## src/rtl/microcode_decoder_if.sv

```systemverilog
// Bundles the decoder's step-counter, bus and datapath signals.
interface microcode_decoder_if #(
    parameter int CTRL_W = 10
);
    logic              clk_en;
    logic [3:0]        state;
    logic [7:0]        data_in;
    logic              mem_ready;
    logic [1:0]        next_state;
    logic              step_en;
    logic [CTRL_W-1:0] ctrl;
    logic [7:0]        opcode;
    logic              halted;
    logic [1:0]        fault_code;

    modport master (
        output clk_en, state, data_in, mem_ready,
        input  next_state, step_en, ctrl, opcode, halted, fault_code
    );
    modport slave (
        input  clk_en, state, data_in, mem_ready,
        output next_state, step_en, ctrl, opcode, halted, fault_code
    );
endinterface

```

## src/rtl/microcode_decoder.sv

```systemverilog
// Microcode control unit: decodes IR x micro-step into a control word, steers the step counter,
// stalls on memory handshakes and latches the first fault (illegal opcode, bus timeout, step overrun).
module microcode_decoder #(
    parameter int WAIT_MAX = 8,
    parameter int CTRL_W   = 10
) (
    input  logic               clk,
    input  logic               rst,
    microcode_decoder_if.slave bus
);
    localparam int MEM_RD = 0, MEM_WR = 1, PC_INC = 2, A_LD = 3, B_LD = 4;
    localparam int ALU_OE = 5, PC_LD = 6, A_OE = 7, HALT = 8, IR_LD = 9;
    localparam logic [1:0] ENDS = 2'b00, NEXT = 2'b01;
    localparam int WCW = $clog2(WAIT_MAX + 1);

    logic [7:0]        ir;
    logic [WCW-1:0]    wait_cnt;
    logic [WCW-1:0]    wait_inc;
    logic [3:0]        last_state;
    logic              resync;
    logic              halted;
    logic [1:0]        fault_code;

    logic [CTRL_W-1:0] ctrl_c;
    logic [1:0]        next_c;
    logic              stall;
    logic              stop;
    logic [1:0]        fault_c;
    logic [3:0]        last_step;
    logic [3:0]        cls;

    assign cls = ir[7:4];

    always_comb begin
        ctrl_c    = '0;
        next_c    = ENDS;
        stall     = 1'b0;
        stop      = 1'b0;
        fault_c   = 2'b00;
        last_step = (cls == 4'h1 || cls == 4'h2) ? 4'd2 : 4'd1;
        if (resync) begin
            next_c = ENDS;
        end else if (halted) begin
            ctrl_c[HALT] = 1'b1;
        end else if (bus.state > last_step) begin
            stop    = 1'b1;
            fault_c = 2'b11;
        end else if (bus.state == 4'd0) begin
            // Fetch: completion bits only in the ready cycle so each pulses once.
            stall          = ~bus.mem_ready;
            next_c         = NEXT;
            ctrl_c[MEM_RD] = 1'b1;
            ctrl_c[PC_INC] = bus.mem_ready;
            ctrl_c[IR_LD]  = bus.mem_ready;
        end else if (bus.state == 4'd1) begin
            case (cls)
                4'h0: ;
                4'h1, 4'h2: begin
                    stall          = ~bus.mem_ready;
                    next_c         = NEXT;
                    ctrl_c[MEM_RD] = 1'b1;
                    ctrl_c[PC_INC] = bus.mem_ready;
                    ctrl_c[B_LD]   = bus.mem_ready;
                end
                4'h3: begin
                    stall          = ~bus.mem_ready;
                    ctrl_c[MEM_WR] = 1'b1;
                    ctrl_c[A_OE]   = 1'b1;
                    ctrl_c[PC_INC] = bus.mem_ready;
                end
                4'h4: begin
                    stall          = ~bus.mem_ready;
                    ctrl_c[MEM_RD] = 1'b1;
                    ctrl_c[PC_LD]  = bus.mem_ready;
                end
                4'hF: begin
                    stop         = 1'b1;
                    ctrl_c[HALT] = 1'b1;
                end
                default: begin
                    stop    = 1'b1;
                    fault_c = 2'b01;
                end
            endcase
        end else begin
            ctrl_c[A_LD]   = 1'b1;
            ctrl_c[ALU_OE] = (cls == 4'h2);
        end
    end

    // Stall count restarts whenever the counter has moved to a different step.
    assign wait_inc = ((bus.state == last_state) ? wait_cnt : '0) + WCW'(1);

    always_ff @(posedge clk or posedge rst) begin
        if (rst) begin
            ir         <= 8'h00;
            wait_cnt   <= '0;
            last_state <= 4'd0;
            resync     <= 1'b1;
            halted     <= 1'b0;
            fault_code <= 2'b00;
        end else if (bus.clk_en) begin
            if (resync) begin
                resync     <= 1'b0;
                wait_cnt   <= '0;
                last_state <= bus.state;
            end else if (!halted) begin
                last_state <= bus.state;
                if (ctrl_c[IR_LD])
                    ir <= bus.data_in;
                if (stall) begin
                    wait_cnt <= wait_inc;
                    if (wait_inc == WCW'(WAIT_MAX)) begin
                        fault_code <= 2'b10;
                        halted     <= 1'b1;
                    end
                end else begin
                    wait_cnt <= '0;
                end
                if (stop) begin
                    fault_code <= fault_c;
                    halted     <= 1'b1;
                end
            end
        end
    end

    assign bus.ctrl       = ctrl_c;
    assign bus.next_state = next_c;
    assign bus.step_en    = bus.clk_en & (resync | (~stall & ~halted & ~stop));
    assign bus.opcode     = ir;
    assign bus.halted     = halted;
    assign bus.fault_code = fault_code;
endmodule
```

## src/flat_wrapper.sv

```systemverilog
// flat-port wrapper written by rule: the top's interface ports become plain ports
module microcode_decoder_flat 
#(
    parameter int WAIT_MAX = 8,
    parameter int CTRL_W   = 10
)
  (clk, rst, bus_clk_en, bus_state, bus_data_in, bus_mem_ready, bus_next_state, bus_step_en, bus_ctrl, bus_opcode, bus_halted, bus_fault_code);
  microcode_decoder_if #(.CTRL_W(CTRL_W)) bus_i ();
  input  logic clk;
  input  logic rst;
  input wire logic [$bits(bus_i.clk_en)-1:0] bus_clk_en;
  input wire logic [$bits(bus_i.state)-1:0] bus_state;
  input wire logic [$bits(bus_i.data_in)-1:0] bus_data_in;
  input wire logic [$bits(bus_i.mem_ready)-1:0] bus_mem_ready;
  output wire logic [$bits(bus_i.next_state)-1:0] bus_next_state;
  output wire logic [$bits(bus_i.step_en)-1:0] bus_step_en;
  output wire logic [$bits(bus_i.ctrl)-1:0] bus_ctrl;
  output wire logic [$bits(bus_i.opcode)-1:0] bus_opcode;
  output wire logic [$bits(bus_i.halted)-1:0] bus_halted;
  output wire logic [$bits(bus_i.fault_code)-1:0] bus_fault_code;
  assign bus_i.clk_en = bus_clk_en;
  assign bus_i.state = bus_state;
  assign bus_i.data_in = bus_data_in;
  assign bus_i.mem_ready = bus_mem_ready;
  assign bus_next_state = bus_i.next_state;
  assign bus_step_en = bus_i.step_en;
  assign bus_ctrl = bus_i.ctrl;
  assign bus_opcode = bus_i.opcode;
  assign bus_halted = bus_i.halted;
  assign bus_fault_code = bus_i.fault_code;
  microcode_decoder #(.WAIT_MAX(WAIT_MAX), .CTRL_W(CTRL_W)) u_core (.clk(clk), .rst(rst), .bus(bus_i));
endmodule
```

## config.mk

```make
export PLATFORM = sky130hd
export DESIGN_NAME = microcode_decoder_flat
export DESIGN_NICKNAME = d
export VERILOG_FILES = /design/src/rtl/microcode_decoder_if.sv /design/src/rtl/microcode_decoder.sv /design/src/flat_wrapper.sv
export SDC_FILE = /design/constraint.sdc
export NUM_CORES = 1
export LEC_CHECK = 0
export CORE_MARGIN = 1
export CORE_UTILIZATION = 49
export DETAILED_ROUTE_END_ITERATION = 6
export HOLD_SLACK_MARGIN = 0.03
export PLACE_DENSITY = 0.94
export SLEW_MARGIN = 10
export SYNTH_ARGS = -nofsm -noshare
export SYNTH_HDL_FRONTEND = slang
export SYNTH_SLANG_ARGS = --single-unit
export TNS_END_PERCENT = 10
```

## constraint.sdc

```tcl
create_clock -name clk -period 5.6 [get_ports clk]
set_clock_uncertainty 0.2 [all_clocks]
set_input_delay 1.4 -clock clk [delete_from_list [all_inputs] [get_ports clk]]
set_output_delay 1.4 -clock clk [all_outputs]
set_load 0.01 [all_outputs]
```

## Word-level counts from Yosys, hierarchy flattened

Index checks and enable logic that the tools add are counted.

| operators by class | value |
|---|---|
| mux-type cells | 57 |
| add/sub/neg operators | 1 |
| equal/unequal tests | 9 |
| reduce and logical (&&, ||, !) cells | 15 |
| magnitude comparators | 1 |
| bitwise logic cells | 9 |

Operator list:

| operator | count |
|---|---|
| 1-bit two-way mux | 33 |
| 2-bit two-way mux | 12 |
| 4-bit two-way mux | 6 |
| 10-bit two-way mux | 2 |
| 4-bit by 1-bit equality test with 1-bit output (second input constant) | 2 |
| 4-bit by 2-bit equality test with 1-bit output (second input constant) | 2 |
| 4-bit equality test (second input constant) | 2 |
| 4-bit zero test | 2 |
| 8-bit two-way mux | 1 |
| 3-bit two-way mux | 2 |
| 6-bit two-way mux | 1 |
| 3-bit OR reduction | 2 |
| 6-bit OR reduction | 1 |
| 1-bit NOT | 5 |
| 5-bit AND reduction | 1 |
| 5-bit OR reduction | 1 |
| 4-bit by 1-bit adder with 4-bit output (second input constant) | 1 |
| 4-bit by 3-bit equality test with 1-bit output (second input constant) | 1 |
| 4-bit equality test | 1 |
| 4-bit greater-than comparator | 1 |
| 2-bit AND reduction | 2 |
| 4-bit AND reduction | 1 |
| 2-bit nonzero test | 2 |
| 4-bit OR reduction | 1 |
| other kinds (5) | 7 |

| word-level totals | value |
|---|---|
| register bits | 20 |
| output and inout bits | 24 |
| logic and storage cells | 98 |
| input port bits | 16 |

## Longest topological paths before layout

| depth | value |
|---|---|
| depth in word-level cells | 13 |
| depth in mapped cells | 8 |
| depth with buffers taken out | 7 |

## Worst setup path before layout

Ideal clock, no wire load.

| path | value |
|---|---|
| kind | input to output |
| start point | input bus_state[3] |
| end point | output bus_ctrl[7] |
| path slack | 1,545 ps |
| buffers on the path | 1 |
| arrival | 2,455 ps |
| stages | 4 |
| data required time | 4,000 ps |
| cells stage by stage | or4_4 -> nor2_8 -> and4_1 -> buf_4 |

| between the ends | value |
|---|---|
| cells in the longest elaborated chain, start to end | 6 |
| elaborated cells on any way between the ends | 8 |
| classes of those cells | order compare (1); eq/ne (1); mux (5); reduce/logical (1) |

Ends and longest elaborated chain:

| element | line | source |
|---|---|---|
| start, declared | flat_wrapper.sv:12 | `input wire logic [$bits(bus_i.state)-1:0] bus_state;` |
| 4-bit by 1-bit equality test with 1-bit output | microcode_decoder.sv:55 | `end else if (bus.state == 4'd1) begin` |
| 3-bit two-way mux | microcode_decoder.sv:55 |  |
| 6-bit two-way mux | microcode_decoder.sv:48 | `end else if (bus.state == 4'd0) begin` |
| 10-bit two-way mux (*) | microcode_decoder.sv:45 | `end else if (bus.state > last_step) begin` |
| 8-bit two-way mux (*) | microcode_decoder.sv:43 | `end else if (halted) begin` |
| 10-bit two-way mux (*) | microcode_decoder.sv:41 | `if (resync) begin` |
| end, declared | flat_wrapper.sv:17 | `output wire logic [$bits(bus_i.ctrl)-1:0] bus_ctrl;` |

Every way passes the cells marked *; elsewhere a longest branch is shown, timed or not.

## Worst setup path in the final report

| path | value |
|---|---|
| start point | input bus_state[1] |
| end point | output bus_step_en |

| between the ends | value |
|---|---|
| cells in the longest elaborated chain, start to end | 11 |
| elaborated cells on any way between the ends | 19 |
| classes of those cells | order compare (1); eq/ne (1); mux (10); bitwise (6); reduce/logical (1) |

Ends and longest elaborated chain:

| element | line | source |
|---|---|---|
| 4-bit by 1-bit equality test with 1-bit output | microcode_decoder.sv:55 |  |
| 1-bit two-way mux | microcode_decoder.sv:55 |  |
| 1-bit two-way mux | microcode_decoder.sv:48 |  |
| 1-bit two-way mux | microcode_decoder.sv:45 |  |
| 1-bit two-way mux | microcode_decoder.sv:43 |  |
| 1-bit two-way mux | microcode_decoder.sv:41 |  |
| 1-bit NOT | microcode_decoder.sv:130 | `assign bus.step_en = bus.clk_en & (resync \| (~stall & ~halted & ~stop));` |
| 1-bit AND | microcode_decoder.sv:130 |  |
| 1-bit AND (*) | microcode_decoder.sv:130 |  |
| 1-bit OR (*) | microcode_decoder.sv:130 |  |
| 1-bit AND (*) | microcode_decoder.sv:130 |  |
| end, declared | flat_wrapper.sv:16 | `output wire logic [$bits(bus_i.step_en)-1:0] bus_step_en;` |

Marks and branches as above.

==> impl_results.md <==
* Cell Rows at 18
* Initial DRC Count at 28
* Critical path endpoint category: primary output
* Fin crit share at between 90 and 100%
* Finish-stage setup viols at 0
* Post-Syn Area at around 1300 um2
* Post-synth top area share at a little under two fifths
* RD Place Congestion at slightly above 0.8
* Die Y at ~53 um
* Crit Path Class: primary input to primary output
* Worst setup SP type: primary input
* Inserted Clock Buffers at 3
* FF-to-FF path depth at 7
* Antenna violations before repair at 0
* Layout cells sized above 1 at roughly 17%
* Seq cells post-synth at 20
* Slew headroom at between 50% and 60%
* Worst path slowest cell: clkdlybuf4s50_1
* WHS Endpoint: u_core.bus.fault_code[1]$_DFFE_PP0P_
* Tot Pwr at between 200 and 300 uW
* Max-cap violation count at 0
* CTS Sinks at 20
* IO Port Bufs at 38
* Vias in the first global route at around 1000
* Antenna Diode Count at 0
* Fin. Hold Viols at 0
* Ys async rst share at between 90% and 100%
* Synth Area per Inst at just under 10 um2
* Remaining Overflow, GRT at 0
* Worst path max stage delay at roughly 0.54 ns
* Reg area at ~500 um2
* # nets final at between 150 and 200
* Worst endpoint required time at roughly 4.0 ns
* Peak Freq at ~200 MHz
* Worst reg2reg path endpoint: u_core.bus.fault_code[1]$_DFFE_PP0P_
* Yosys warns at 0
* P_leak at 0.000734 uW
* WHS Path Cells at 1
* Worst Hold Slack at approximately 0.33 ns
* Crit-path max FO at 7
* Mapped Nets at approximately 150
* Commonest non-fill, non-tap cell in the layout: clkdlybuf4s50_1
* First-pass GRT wire length at between 4000 and 5000 um
* Pin count of the biggest net entering global routing at 21
* Max-slew violations at 0
* Hold path start: u_core.bus.fault_code[1]$_DFFE_PP0P_
* Synth Flop Type: dfrtp_1
* Fill cells at 188
* Layout area overhead at 34.2%
* Hpwl dp at approximately 2200 um
* Final cell count without fillers at just under 200
* Final Critical Period at 5.07 ns
* Core footprint at between 2000 and 2500 um2
* Multi-input logic area at 693 um2
* Vias/cell at ~5.6
* Post-synth EDFFs at 0
* Outcome: finished, final reports clean
* Final ANT Viol Nets at 0
* Maximum root-to-sink buffer count at 2
* Dpl cells at approximately 190
* Initial core utilization at around 51%
* Postcts setup bufs at 0
* GRT Util Overall at between 20% and 30%
* Synth area leaders: dfrtp_1, mux2_2, xor2_1
* Leading area contributor after synthesis: dfrtp_1
* Worst-Margin Slew at roughly 0.74 ns
* Worst VDD drop at 149 uV
* PD cells at 159 nW/um2
* Ports at 40
* CTS Hold Bufs at 0
* Clock-pin slew on the worst setup and hold paths at about 0.11 ns
* DRC at 0
* Worst EP arrival at ~3.5 ns
* Die Wd at 52.7 um
* Sequential area share after synthesis at 39.8%
* Via Count at roughly 1100
* Post-layout util at between 60 and 70%
* Number of H-tree levels at 1
* Gate Count Post-Synth at about 130
* Reg2Reg Launch Point: u_core.last_state[1]$_DFFE_PP0P_
* Later-pin clock latency in the skew report at ~0.30 ns
* Most frequent cells in the layout: clkdlybuf4s50_1, dfrtp_1, mux2_2
* DR pass1 iterations at 5
* Resized Gates After CTS at 0
* Hold Crit Class: register to register
* Routed WL per cell at about 15 um
* Full die area at ~2800 um2
* Root Buffer: clkbuf_4
* Synth cell types at 44
* Post-Route Setup TNS at 0 ns
* CTS tree: yes
* Crit path cell chain: clkdlybuf4s50_1, nor4_1, a211oi_1, a211oi_1, a21oi_1, nor2_1, clkdlybuf4s50_1
* RSZ-0062 raised after global routing: no
* Total wire length at about 2800 um
* R2r setup slk at about 3 ns
area by class of cell:
| class | count | area share (%) |
|---|---|---|
| flip-flops and latches | 20 | 29.7 |
| well taps | 30 | 2.22 |
| multi-input cells | 93 | 41.0 |
| clock buffers | 4 | 2.15 |
| inverters | 5 | 1.11 |
| repair buffers | 41 | 23.8 |
Yosys cell counts (4+ instances only):
library cell	n
clkbuf_1	7
xor2_1	6
o31ai_1	4
o21ai_0	4
dfrtp_1	19
nand2_1	8
nor3_1	6
nor2_1	7
inv_1	5
a21oi_1	6
mux2_2	12
metal layers:
layer,global-route usage (%),part of all wire (%)
met3,3.48,4.1
met4,6.14,0.96
met2,41.1,54
met1,25.4,41
met5,0,0
power breakdown:
part	switching (uW)	internal [uW]	total [uW]	leakage (uW)
logic	16.0	18.1	34.1	0.000452
registers	2.38	147	150	0.000262
clock network	46.0	39.7	85.7	0.0000210
per-stage QoR:
step,cell area (um2),worst slack [ns]
5_1_grt,1690,0.415
3_3_place_gp,1650,0.547
6_report,1690,0.528
3_5_place_dp,1650,0.519
2_1_floorplan,1260,1.55
4_1_cts,1690,0.517
worst max-delay path, delay by kind of cell:
| family | cells | cell delay (ns) |
|---|---|---|
| buf+inv | 2 | 1.07 |
| compound gates | 3 | 0.56 |
| simple gates | 2 | 0.43 |
how the worst max path moves through the flow:
stage / depth (start not counted) / from / slack [ns] / to
after floorplan: 4 / bus_state[3] / 1.55 / bus_ctrl[7]
after global placement: 7 / bus_state[3] / 0.55 / bus_step_en
after detailed placement: 7 / bus_state[1] / 0.52 / bus_step_en
after CTS: 7 / bus_state[1] / 0.52 / bus_step_en
after global routing: 7 / bus_state[3] / 0.41 / bus_step_en
final: 7 / bus_state[1] / 0.53 / bus_step_en
sequential cells by signal (all words and copies together) (netlist names):
register / flops
u_core.bus.halted: 1
u_core.last_state: 4
u_core.wait_cnt: 4
u_core.resync: 1
u_core.bus.fault_code: 2
u_core.bus.opcode: 8
cell families after synthesis:
kind of cell             after synthesis  share of synthesized area, %
buffers and inverters                 15                          5.16
flip-flops                            20                          39.8
adder cells (fa/ha/maj)                1                         0.993
XOR/XNOR                               7                          4.87
AO/OA/AOI/OAI                         24                          13.0
other                                  1                         0.298
multiplexers                          13                          11.6
AND/OR/NAND/NOR                       47                          24.2
Note: power is estimated with default switching activity, not from simulation.
